==> config.mk <==
export PLATFORM = sky130hd
export DESIGN_NAME = decode_stage
export DESIGN_NICKNAME = d
export VERILOG_FILES = /design/src/rtl/mips16_pkg.sv /design/src/rtl/decode_ctrl.sv /design/src/rtl/decode_stage.sv
export SDC_FILE = /design/constraint.sdc
export NUM_CORES = 1
export LEC_CHECK = 0
export ABC_AREA = 1
export BUFFER_PORTS_ARGS = -buffer_cell sky130_fd_sc_hd__clkbuf_2
export CAP_MARGIN = 20
export CORE_MARGIN = 3
export CORE_UTILIZATION = 48
export CTS_CLUSTER_SIZE = 28
export DETAILED_ROUTE_END_ITERATION = 8
export PLACE_DENSITY = 0.8
export SYNTH_ARGS = -nofsm -noshare
export SYNTH_HDL_FRONTEND = slang
export SYNTH_SLANG_ARGS = --single-unit
export TNS_END_PERCENT = 100
==> constraint.sdc <==
create_clock -name clk -period 1.7 [get_ports clk]
set_input_delay 0.34 -clock clk [delete_from_list [all_inputs] [get_ports clk]]
set_output_delay 0.34 -clock clk [all_outputs]
set_load 0.01 [all_outputs]
==> src/rtl/mips16_pkg.sv <==
// Shared definitions for the 16-bit MIPS pipeline: opcodes, ALU codes,
// instruction field positions and the decoded control bundle.
package mips16_pkg;

    typedef logic [3:0] opcode_t;
    typedef logic [2:0] alu_t;

    localparam opcode_t OP_RTYPE = 4'd0;
    localparam opcode_t OP_ADDI  = 4'd1;
    localparam opcode_t OP_LW    = 4'd2;
    localparam opcode_t OP_SW    = 4'd3;
    localparam opcode_t OP_BEQ   = 4'd4;
    localparam opcode_t OP_JMP   = 4'd5;

    localparam alu_t ALU_ADD = 3'd0;
    localparam alu_t ALU_SUB = 3'd1;
    localparam alu_t ALU_AND = 3'd2;
    localparam alu_t ALU_OR  = 3'd3;
    localparam alu_t ALU_SLT = 3'd4;

    localparam int unsigned OP_MSB    = 15;
    localparam int unsigned OP_LSB    = 12;
    localparam int unsigned RS_MSB    = 11;
    localparam int unsigned RS_LSB    = 9;
    localparam int unsigned RT_MSB    = 8;
    localparam int unsigned RT_LSB    = 6;
    localparam int unsigned RD_MSB    = 5;
    localparam int unsigned RD_LSB    = 3;
    localparam int unsigned FUNCT_MSB = 2;
    localparam int unsigned IMM6_MSB  = 5;
    localparam int unsigned IMM12_MSB = 11;

    typedef struct packed {
        logic reg_write;
        logic mem_read;
        logic mem_write;
        logic branch;
        logic jump;
        logic illegal;
        alu_t alu_ctrl;
    } ctrl_t;

    typedef enum logic [1:0] {DestNone, DestRd, DestRt} dest_sel_t;

endpackage

==> src/rtl/decode_ctrl.sv <==
// Combinational opcode/funct decoder: control bundle, destination select and
// which source registers the instruction actually reads.
module decode_ctrl
    import mips16_pkg::*;
(
    input  opcode_t    op_i,
    input  alu_t       funct_i,
    output ctrl_t      ctrl_o,
    output dest_sel_t  dest_sel_o,
    output logic       uses_rs_o,
    output logic       uses_rt_o
);

    always_comb begin
        ctrl_o     = '0;
        dest_sel_o = DestNone;
        uses_rs_o  = 1'b0;
        uses_rt_o  = 1'b0;
        case (op_i)
            OP_RTYPE: begin
                ctrl_o.reg_write = 1'b1;
                ctrl_o.alu_ctrl  = funct_i;
                dest_sel_o       = DestRd;
                uses_rs_o        = 1'b1;
                uses_rt_o        = 1'b1;
            end
            OP_ADDI: begin
                ctrl_o.reg_write = 1'b1;
                ctrl_o.alu_ctrl  = ALU_ADD;
                dest_sel_o       = DestRt;
                uses_rs_o        = 1'b1;
            end
            OP_LW: begin
                ctrl_o.reg_write = 1'b1;
                ctrl_o.mem_read  = 1'b1;
                dest_sel_o       = DestRt;
                uses_rs_o        = 1'b1;
            end
            OP_SW: begin
                ctrl_o.mem_write = 1'b1;
                uses_rs_o        = 1'b1;
                uses_rt_o        = 1'b1;
            end
            OP_BEQ: begin
                ctrl_o.branch   = 1'b1;
                ctrl_o.alu_ctrl = ALU_SUB;
                uses_rs_o       = 1'b1;
                uses_rt_o       = 1'b1;
            end
            OP_JMP: begin
                ctrl_o.jump = 1'b1;
            end
            default: begin
                ctrl_o.illegal = 1'b1;
            end
        endcase
    end

endmodule

==> src/rtl/decode_stage.sv <==
// Instruction-decode stage: register-file addressing, write-back bypass,
// load-use stall, branch flush and the ID/EX pipeline register.
module decode_stage
    import mips16_pkg::*;
#(
    parameter int unsigned DATA_W = 16,
    parameter int unsigned ADDR_W = 3,
    parameter int unsigned PC_W   = 16
) (
    input  logic              clk,
    input  logic              rst,
    input  logic              if_valid,
    input  logic [15:0]       if_instr,
    input  logic [PC_W-1:0]   if_pc,
    output logic              id_ready,
    output logic [ADDR_W-1:0] rf_rd_addr_1,
    output logic [ADDR_W-1:0] rf_rd_addr_2,
    input  logic [DATA_W-1:0] rf_rd_data_1,
    input  logic [DATA_W-1:0] rf_rd_data_2,
    input  logic              wb_en,
    input  logic [ADDR_W-1:0] wb_dest,
    input  logic [DATA_W-1:0] wb_data,
    input  logic              flush,
    input  logic              ex_ready,
    output logic              ex_valid,
    output logic [PC_W-1:0]   ex_pc,
    output logic [DATA_W-1:0] ex_op_a,
    output logic [DATA_W-1:0] ex_op_b,
    output logic [DATA_W-1:0] ex_imm,
    output logic [ADDR_W-1:0] ex_wr_dest,
    output logic [2:0]        ex_alu_ctrl,
    output logic              ex_reg_write,
    output logic              ex_mem_read,
    output logic              ex_mem_write,
    output logic              ex_branch,
    output logic              ex_jump,
    output logic              ex_illegal
);

    logic [ADDR_W-1:0] rs, rt, rd, dest;
    logic [DATA_W-1:0] op_a, op_b, imm;
    ctrl_t             ctrl;
    dest_sel_t         dest_sel;
    logic              uses_rs, uses_rt, hazard, load_en, transfer;

    logic              ex_valid_q, ex_valid_d;
    logic [PC_W-1:0]   ex_pc_q, ex_pc_d;
    logic [DATA_W-1:0] ex_op_a_q, ex_op_a_d, ex_op_b_q, ex_op_b_d, ex_imm_q, ex_imm_d;
    logic [ADDR_W-1:0] ex_wr_dest_q, ex_wr_dest_d;
    ctrl_t             ex_ctrl_q, ex_ctrl_d;

    assign rs = if_instr[RS_MSB:RS_LSB];
    assign rt = if_instr[RT_MSB:RT_LSB];
    assign rd = if_instr[RD_MSB:RD_LSB];

    assign rf_rd_addr_1 = rs;
    assign rf_rd_addr_2 = rt;

    decode_ctrl u_decode_ctrl (
        .op_i       (if_instr[OP_MSB:OP_LSB]),
        .funct_i    (if_instr[FUNCT_MSB:0]),
        .ctrl_o     (ctrl),
        .dest_sel_o (dest_sel),
        .uses_rs_o  (uses_rs),
        .uses_rt_o  (uses_rt)
    );

    always_comb begin
        case (dest_sel)
            DestRd:  dest = rd;
            DestRt:  dest = rt;
            default: dest = '0;
        endcase
    end

    assign imm = ctrl.jump ? {{(DATA_W-12){1'b0}}, if_instr[IMM12_MSB:0]}
                           : {{(DATA_W-6){if_instr[IMM6_MSB]}}, if_instr[IMM6_MSB:0]};

    // r0 is hard-wired to zero, so it is never bypassed from write-back either.
    always_comb begin
        if (rs == '0)                       op_a = '0;
        else if (wb_en && (wb_dest == rs))  op_a = wb_data;
        else                                op_a = rf_rd_data_1;
        if (rt == '0)                       op_b = '0;
        else if (wb_en && (wb_dest == rt))  op_b = wb_data;
        else                                op_b = rf_rd_data_2;
    end

    assign hazard = ex_valid_q && ex_ctrl_q.mem_read && (ex_wr_dest_q != '0) &&
                    ((uses_rs && (ex_wr_dest_q == rs)) || (uses_rt && (ex_wr_dest_q == rt)));

    assign load_en  = ex_ready || !ex_valid_q;
    assign id_ready = !rst && load_en && !hazard && !flush;
    assign transfer = if_valid && id_ready;

    always_comb begin
        ex_valid_d   = ex_valid_q;
        ex_pc_d      = ex_pc_q;
        ex_op_a_d    = ex_op_a_q;
        ex_op_b_d    = ex_op_b_q;
        ex_imm_d     = ex_imm_q;
        ex_wr_dest_d = ex_wr_dest_q;
        ex_ctrl_d    = ex_ctrl_q;
        if (flush) begin
            ex_valid_d = 1'b0;
        end else if (load_en) begin
            ex_valid_d = transfer;
            if (transfer) begin
                ex_pc_d      = if_pc;
                ex_op_a_d    = op_a;
                ex_op_b_d    = op_b;
                ex_imm_d     = imm;
                ex_wr_dest_d = dest;
                ex_ctrl_d    = ctrl;
            end
        end
    end

    always_ff @(posedge clk) begin
        if (rst) begin
            ex_valid_q   <= 1'b0;
            ex_pc_q      <= '0;
            ex_op_a_q    <= '0;
            ex_op_b_q    <= '0;
            ex_imm_q     <= '0;
            ex_wr_dest_q <= '0;
            ex_ctrl_q    <= '0;
        end else begin
            ex_valid_q   <= ex_valid_d;
            ex_pc_q      <= ex_pc_d;
            ex_op_a_q    <= ex_op_a_d;
            ex_op_b_q    <= ex_op_b_d;
            ex_imm_q     <= ex_imm_d;
            ex_wr_dest_q <= ex_wr_dest_d;
            ex_ctrl_q    <= ex_ctrl_d;
        end
    end

    assign ex_valid     = ex_valid_q;
    assign ex_pc        = ex_pc_q;
    assign ex_op_a      = ex_op_a_q;
    assign ex_op_b      = ex_op_b_q;
    assign ex_imm       = ex_imm_q;
    assign ex_wr_dest   = ex_wr_dest_q;
    assign ex_alu_ctrl  = ex_ctrl_q.alu_ctrl;
    assign ex_reg_write = ex_ctrl_q.reg_write;
    assign ex_mem_read  = ex_ctrl_q.mem_read;
    assign ex_mem_write = ex_ctrl_q.mem_write;
    assign ex_branch    = ex_ctrl_q.branch;
    assign ex_jump      = ex_ctrl_q.jump;
    assign ex_illegal   = ex_ctrl_q.illegal;

endmodule
# Word level (Yosys, flattened, before mapping)
# Cells that the tools add are included.
totals:
  register_bits: 77
  output_inout_bits: 84
  elab_cells: 69
classes:
  n_mux: 16
  reduce_logical: 28
  bitwise: 1
  eq_ne: 11
op_table:
  columns: ["op", "count"]
  rows:
  - ["$mux W16", 5]
  - ["$eq A3 B3 Y1", 4]
  - ["$pmux W3 S2", 2]
  - ["$logic_and A1 B1 Y1", 11]
  - ["$eq A4 B2 Y1 const B", 2]
  - ["$eq A4 B3 Y1 const B", 2]
  - ["$mux W1", 8]
  - ["$logic_not A3 Y1", 2]
  - ["$reduce_or A3 Y1", 2]
  - ["$reduce_or A6 Y1", 1]
  - ["$reduce_or A5 Y1", 1]
  - ["$eq A4 B1 Y1 const B", 1]
  - ["$logic_not A1 Y1", 4]
  - ["$logic_not A4 Y1", 1]
  - ["$pmux W2 S2", 1]
  - ["$reduce_or A2 Y1", 2]
  - ["$reduce_and A3 Y1", 1]
  - ["$reduce_bool A3 Y1", 1]
  - ["$eq A2 B1 Y1 const B", 1]
  - ["$eq A2 B2 Y1 const B", 1]
  - ["$logic_or A1 B1 Y1", 2]
  - ["$not A1 Y1", 1]

# Depth between registers and ports, before layout
# Gate-level depths: netlist (run 1).
depth:
  depth_word: 11
  depth_mapped: 12
  mapped_depth_nobuf: 11

# Modules after synthesis
# Synthesis (run 1) repeated with hierarchy kept, for this count alone.
hier_totals:
  cells_unflattened: 720
  area_unflattened_um2: 4169.0
modules_own_cells:
  columns: ["mod", "n_inst", "area_each_um2", "cells_per_inst", "seq_area_each_um2"]
  rows:
  - ["decode_stage", 1, 4026.4, 688, 1481.4]
  - ["decode_ctrl", 1, 142.6, 32, 0.0]

# Least setup slack after synthesis (run 1)
# Ideal clock, no wire load.
synth_timing:
  kind: "input -> output"
  start: "input rst"
  end: "output id_ready"
  slack_ps: -88
  arrival_time_ps: 1448
  stages: 5
  t_required_ps: 1360
  cell_sequence: "buf_2 > or2_1 > nor2_4 > buf_2 > a21boi_0"
synth_via:
  elab_chain_len: 4
synth_lines:
  columns: ["element", "line_no", "rtl"]
  rows:
  - ["from (decl)", "decode_stage.sv:11", "input logic rst,"]
  - ["$logic_not A1 Y1", "decode_stage.sv:93", "assign id_ready = !rst && load_en && !hazard && !flush;"]
  - ["$logic_and A1 B1 Y1 (3 in series)", "decode_stage.sv:93", null]
  - ["to (decl)", "decode_stage.sv:15", "output logic id_ready,"]
# Every way passes these cells.

# Worst setup path in the final report (run 1)
layout_timing:
  start: "register ex_wr_dest_q[2], in the netlist ex_wr_dest[2]"
  end: "output id_ready"
layout_via:
  elab_chain_len: 7
layout_lines:
  columns: ["element", "line_no", "rtl"]
  rows:
  - ["from (decl)", "decode_stage.sv:49", "logic [ADDR_W-1:0] ex_wr_dest_q, ex_wr_dest_d;"]
  - ["from (signal assigned)", "decode_stage.sv:134", "ex_wr_dest_q <= ex_wr_dest_d;"]
  - ["$eq A3 B3 Y1", "decode_stage.sv:90", "((uses_rs && (ex_wr_dest_q == rs)) || (uses_rt && (ex_wr_dest_q == rt)));"]
  - ["$logic_and A1 B1 Y1", "decode_stage.sv:90", null]
  - ["$logic_or A1 B1 Y1", "decode_stage.sv:90", null]
  - ["$logic_and A1 B1 Y1 *", "decode_stage.sv:89", "assign hazard = ex_valid_q && ex_ctrl_q.mem_read && (ex_wr_dest_q != '0) &&"]
  - ["$logic_not A1 Y1 *", "decode_stage.sv:93", null]
  - ["$logic_and A1 B1 Y1 * (2 in series)", "decode_stage.sv:93", null]
# Every way passes the cells marked *; elsewhere a longest branch is shown, timed or not.

==> results of run 1 <==
-- logic make-up after synthesis --
family / after synthesis / synth area share
simple gates: 417 / 0.4121
buf+inv: 148 / 0.1569
flops: 74 / 0.3601
compound gates: 52 / 0.06478
fa+ha+maj: 2 / 0.006082
-- area by class of cell --
cell class | count | area, µm²
fill | 708 | 2344
multi-input combinational | 471 | 2198
sequential | 74 | 1493
timing repair buffer | 225 | 1480
inverter | 105 | 406.6
tap | 105 | 131.4
clock buffer | 9 | 123.9
clock inverter | 5 | 81.33
-- layout by cell type (no fill, tap or decap), types with 2 or more instances in the layout --
master and instances:
nor2_4 13, nand2_2 14, ha_1 2, inv_2 3
dfxtp_1 71, nor2_1 126, nand3_4 3, inv_1 98
bufinv_16 2, nand2_4 2, a21oi_1 25, clkbuf_2 171
nand2_1 204, a21oi_2 4, dfxtp_4 3, buf_4 31
nand3_1 14, buf_12 6, clkbuf_8 9, buf_6 9
o21ai_0 21, inv_6 2, nand4_1 23, nor2_2 15
clkbuf_16 6
-- per-stage QoR --
| stage | hold WS (ps) | utilization |
|---|---|---|
| finish | 229.6 | 0.7162 |
| global route | 244.5 | 0.7162 |
| CTS | 215.1 | 0.6548 |
| detailed placement | 455.3 | 0.6250 |
| global placement | 448.2 | 0.6250 |
| floorplan | 474.9 | - |
-- repair_timing --
action	4_1_cts	5_1_grt
hold endpoints to repair	0	0
pin swaps	4	11
gates cloned	0	11
endpoints found under the setup margin	1	54
gates resized for setup	14	73
buffers inserted	1	8
-- layer usage --
layer	part of all wire	up-vias	routed length, µm
li1	-	2461	-
met1	0.40	2207	5374
met2	0.50	248	6730
met3	0.084	20	1128
met4	0.015	0	201
met5	0	-	0
-- tightest hold or removal path: cells and delay by family --
kind          cells  cell delay [ps]
buf+inv           1               80
simple gates      2              110
-- registers in the layout (all words and copies together), names as in the netlist, 3 cells and up --
signal / cells
ex_op_a: 16
ex_op_b: 16
ex_pc: 16
ex_imm: 13
ex_alu_ctrl: 3
ex_wr_dest: 3
-- path summary, 6_finish.rpt --
kind,from,end,depth (start not counted)
hold reg to reg,ex_alu_ctrl[1],ex_alu_ctrl[1],2
setup reg to reg,ex_wr_dest[2],ex_pc[1],13
hold / removal,if_pc[6],ex_pc[6],3
setup / recovery,ex_wr_dest[2],id_ready,8
-- power by group through the flow --
stage | logic (mW) | registers (mW) | clock network, mW
floorplan | 0.426 | 1.94 | 0
global placement | 0.787 | 1.90 | 0
detailed placement | 0.804 | 1.91 | 0
CTS | 0.817 | 1.87 | 1.50
global route | 1.04 | 1.88 | 1.55
finish | 0.944 | 1.87 | 1.48
==> results.yml, run 1 <==
run_status:
  status: "finished with violations"
  failed_checks: "negative setup slack"
critical_path:
  crit_slowest_cell: "dfxtp_4"
  arrival_ps: 1440
  cp_max_fo: 4
  critPathTopFamily: "flip-flops"
  cp.required_ps: 1360
  reg2reg_slack_ps: -50
  timing.critical_path.cells: "inv_4, nand2_1, nand2_1, nor2_1, nand2_2, nand2_2, a21boi_2, buf_2"
  cp.buffers_inverters: 2
  cp-start-kind: "flip-flop"
  slowest_delay_ps: 370
  critPathKind: "reg -> out"
  endpoint_kind: "primary output"
yosys:
  synth-async-reset-ratio: 0
  netlist_instances: 693
  yosysWarnings: 0
  synth_top_cell_by_area: "dfxtp_1"
  synth_common_cells: "217 x nand2_1, 152 x nor2_1, 102 x inv_1"
  syn_area_per_cell_um2: 5.936
  synth_seq_area_share: 0.3601
  netlist_top_cells_area: "dfxtp_1 36%, nand2_1 20%, nor2_1 14%"
  synth_ff_type: "dfxtp_1"
  synth_top_area_share: 0.3601
  synth_edf_count: 0
  synth_most_common_cell: "nand2_1"
  ys_types: 24
  ys_ff_latch: 74
  syn_area_um2: 4114
  synth_nets: 784
cts:
  cts_sinks: 74
  cts_tree: "done"
  cts.clk_slew.worst_paths_ps: 80
  clock_path_buffers: 2
  cts_root_buf: "clkbuf_8"
  htreeDepth: 3
  postCtsHoldBufs: 0
  cts_made_buffers: 9
  clock_latency_ps: 340
job:
  maxCapViolCount: 0
drt:
  drc: 0
  first_iter_violations: 295
  totalWireLength_um: 13430
  detail-route-antenna-nets: 0
  routedWlPerCell_um: 13.51
  routed_via_density: 4.966
  vias: 4936
  drt_pass1_iterations: 7
sta:
  tns_ps: -733.6
  rsz0062_at_grt: "true"
  finalCriticalPeriod_ps: 1775
  setup_viol: 32
  maxSlewHeadroom: 0.7659
  worst_slew_pin_slew_ps: 350.8
  skew_ps: 10.66
  drv_slew: 0
  fmax_mhz: 563.3
  fin_crit_sh: 1.044
  finalHoldViolations: 0
  fin_ws_ps: -75.14
grt:
  grt-busiest-layer: "met2"
  grt_pass1_wl_um: 19430
  grt_usage: 0.2380
  grt_start_max_net_pins: 50
  use_met3: 0.03892
  globalRouteMet2Util: 0.4243
  globalRouteMet1Util: 0.3019
  antenna_found_initial: 0
  first_global_vias: 4317
  grt_overflow: 0
min_path:
  hp-class: "in -> reg"
layout:
  drive_gt1_frac: 0.3397
  synthToLayoutAreaGrowth_pct: 43.77
  stdcell_count: 994
  fin_nets: 977
  n_antenna_cell: 0
  finalInstanceArea_um2: 5914
power_and_ir_drop:
  clkPwrFrac: 0.345
  p_switching_mw: 1.260
  p_per_area_nw_per_um2: 725.8
  p_leak_nw: 3.333
  pwr-share-comb: 0.220
  ir_worst_vdd_uv: 421.5
  p_seq_frac: 0.435
  switching_share: 0.2936
  power.total_mw: 4.292
  power.internal_mw: 3.032
place:
  dpl_worst_slack_ps: -26.18
  place_hpwl_um: 8920
  gp_congestion: 0.8994
  placed_area_um2: 5161
  io_buffers: 172
  dp.cells: 960
floorplanning:
  die_area_um2: 9718
  rows: 33
  start_util: 0.4982
  pin_count: 173
  die_x_um: 98.58
  die_h_um: 98.58
  coreArea_um2: 8258
Note: power is estimated with default switching activity, not from simulation.
==> inputs of run 2 (changes only) <==
- CORE_UTILIZATION: 48 -> 49
- PLACE_DENSITY: 0.8 -> 0.81
- SYNTH_HIERARCHICAL: unset -> 1
==> run 2 against run 1 <==
The flow still finishes with violations (negative setup slack). Fmax is 3.0% higher. Global-route usage is 1.6 points lower. Hold slack worse by 20 ps. Critical path depth stayed put. Worst setup slack better by 52 ps.
==> results.yml, run 2 <==
grt:
  globalRouteMet2Util: 0.3733
  grt_usage: 0.2224
  globalRouteMet1Util: 0.2612
  grt_start_max_net_pins: 53
  first_global_vias: 4104
  antenna_found_initial: 0
  use_met3: 0.06571
  grt-busiest-layer: "met2"
  grt_overflow: 0
  grt_pass1_wl_um: 17980
drt:
  routedWlPerCell_um: 10.78
  drc: 0
  drt_pass1_iterations: 5
  routed_via_density: 4.516
  detail-route-antenna-nets: 0
  totalWireLength_um: 10830
  first_iter_violations: 153
  vias: 4539
yosys:
  synth_nets: 811
  synth_ff_type: "dfxtp_1"
  synth_top_area_share: 0.3553
  yosysWarnings: 6
  syn_area_per_cell_um2: 5.790
  synth_common_cells: "226 x nand2_1, 185 x nor2_1, 115 x inv_1"
  ys_ff_latch: 74
  synth-async-reset-ratio: 0
  ys_types: 24
  netlist_instances: 720
  synth_top_cell_by_area: "dfxtp_1"
  syn_area_um2: 4169
  netlist_top_cells_area: "dfxtp_1 36%, nand2_1 20%, nor2_1 17%"
  synth_edf_count: 0
  synth_most_common_cell: "nand2_1"
  synth_seq_area_share: 0.3553
sta:
  maxSlewHeadroom: 0.7697
  rsz0062_at_grt: "true"
  worst_slew_pin_slew_ps: 345.4
  fin_ws_ps: -23.21
  drv_slew: 0
  hold_ws_ps: 209.4
  fmax_mhz: 580.3
  finalHoldViolations: 0
  finalCriticalPeriod_ps: 1723
  fin_crit_sh: 1.014
  setup_viol: 1
  skew_ps: 6.266
cts:
  cts_tree: "done"
  clock_path_buffers: 2
  cts.clk_slew.worst_paths_ps: 80
  htreeDepth: 3
  cts_sinks: 74
  cts_made_buffers: 9
  clock_latency_ps: 350
  cts_root_buf: "clkbuf_8"
  postCtsHoldBufs: 0
critical_path:
  worstSetupEndpoint: "id_ready"
  crit_top_cell: "nand2_2"
  cp-start-kind: "flip-flop"
  timing.critical_path.cells: "inv_4, nand2_2, nand2_2, nor2_2, nand2_1, nand2_2, a21boi_2, buf_2"
  cp_max_fo: 5
  slowest_delay_ps: 370
  crit_start: "ex_wr_dest[2]"
  cp.required_ps: 1360
  rr_endpoint: "ex_wr_dest[0]"
  arrival_ps: 1380
  critPathTopFamily: "flip-flops"
  critPathKind: "reg -> out"
  reg2reg_slack_ps: 100
  reg2reg_from: "ex_wr_dest[1]"
  worstRegToRegCells: 12
  crit_slowest_cell: "dfxtp_4"
  endpoint_kind: "primary output"
  cp.buffers_inverters: 2
  cp.depth: 8
power_and_ir_drop:
  ir_worst_vdd_uv: 408.5
  p_per_area_nw_per_um2: 774.8
  p_leak_nw: 3.348
floorplanning:
  die_x_um: 98.24
  start_util: 0.5048
  coreArea_um2: 8258
  pin_count: 173
  die_h_um: 98.24
  rows: 33
  die_area_um2: 9651
layout:
  final_util: 0.6603
  fin_nets: 986
  stdcell_count: 1005
  synthToLayoutAreaGrowth_pct: 30.79
  fillers: 811
  final_cell_mix: "223 x nand2_1, 182 x nor2_1, 171 x clkbuf_2, 114 x inv_1, 71 x dfxtp_1"
  drive_gt1_frac: 0.2678
  n_antenna_cell: 0
  final_common_cell: "nand2_1"
place:
  io_buffers: 172
  gp_congestion: 0.8604
  dp.cells: 987
  place_hpwl_um: 8013
min_path:
  hp-class: "in -> reg"
run_status:
  failed_checks: "negative setup slack"
  status: "finished with violations"
job:
  maxCapViolCount: 0
## run 2: how the worst min path moves through the flow
stage	start	end	slack (ps)	depth (start not counted)
finish	if_pc[10]	ex_pc[10]	210	3
floorplan	if_instr[0]	ex_imm[0]	470	2
global placement	ex_imm[3]	ex_imm[3]	500	4
detailed placement	ex_pc[0]	ex_pc[0]	500	4
global route	if_pc[9]	ex_pc[9]	210	3
CTS	if_pc[0]	ex_pc[0]	200	3
## run 2: area by class of cell
type | instances | area [µm²] | area share
multi-input combinational | 485 | 1999 | 0.3667
sequential | 74 | 1493 | 0.2737
timing repair buffer | 205 | 1159 | 0.2125
inverter | 120 | 452.9 | 0.08307
tap | 105 | 131.4 | 0.02409
clock buffer | 10 | 127.6 | 0.02341
clock inverter | 6 | 90.09 | 0.01652
## run 2: worst min-delay path: stages
cell,delay (ps)
clkbuf_2,70
nor2_1,30
nor2_1,80
## run 2: timing repair
item                                    4_1_cts  5_1_grt
endpoints found under the hold margin         0        0
setup buffers                                 0        2
pin swaps                                     1        5
resized for setup                             6       11
endpoints found under the setup margin        1       47
## run 2: power breakdown
part	switching [mW]	internal, mW	leakage, nW
clock	0.690	0.833	0.107
sequential	0.0516	1.82	0.607
combinational	0.475	0.353	2.63
total	1.22	3.01	3.35
## run 2: stage by stage
step / power, mW / area, µm² / worst slack, ps / TNS, ps
3_5_place_dp: 2.732 / 5187 / -107.8 / -4214
4_1_cts: 4.258 / 5413 / -47.01 / -47.01
2_1_floorplan: 2.396 / 4169 / 168.2 / 0
3_3_place_gp: 2.725 / 5187 / -59.71 / -1704
6_report: 4.225 / 5453 / -23.21 / -23.21
5_1_grt: 4.460 / 5453 / -96.71 / -283.4
## run 2: cell families (layout without fill, tap and decap cells)
logic type | count (synthesis) | in the layout | share of synthesized area
compound gates | 49 | 49 | 0.06543
buf+inv | 161 | 341 | 0.1714
fa+ha+maj | 2 | 2 | 0.006001
simple gates | 434 | 434 | 0.4019
flops | 74 | 74 | 0.3553
## run 2: routing by layer
metal / part of all wire / up-vias
met2: 0.45 / 183
met3: 0.090 / 28
met1: 0.43 / 1892
met5: 0 / -
met4: 0.030 / 0
li1: - / 2436
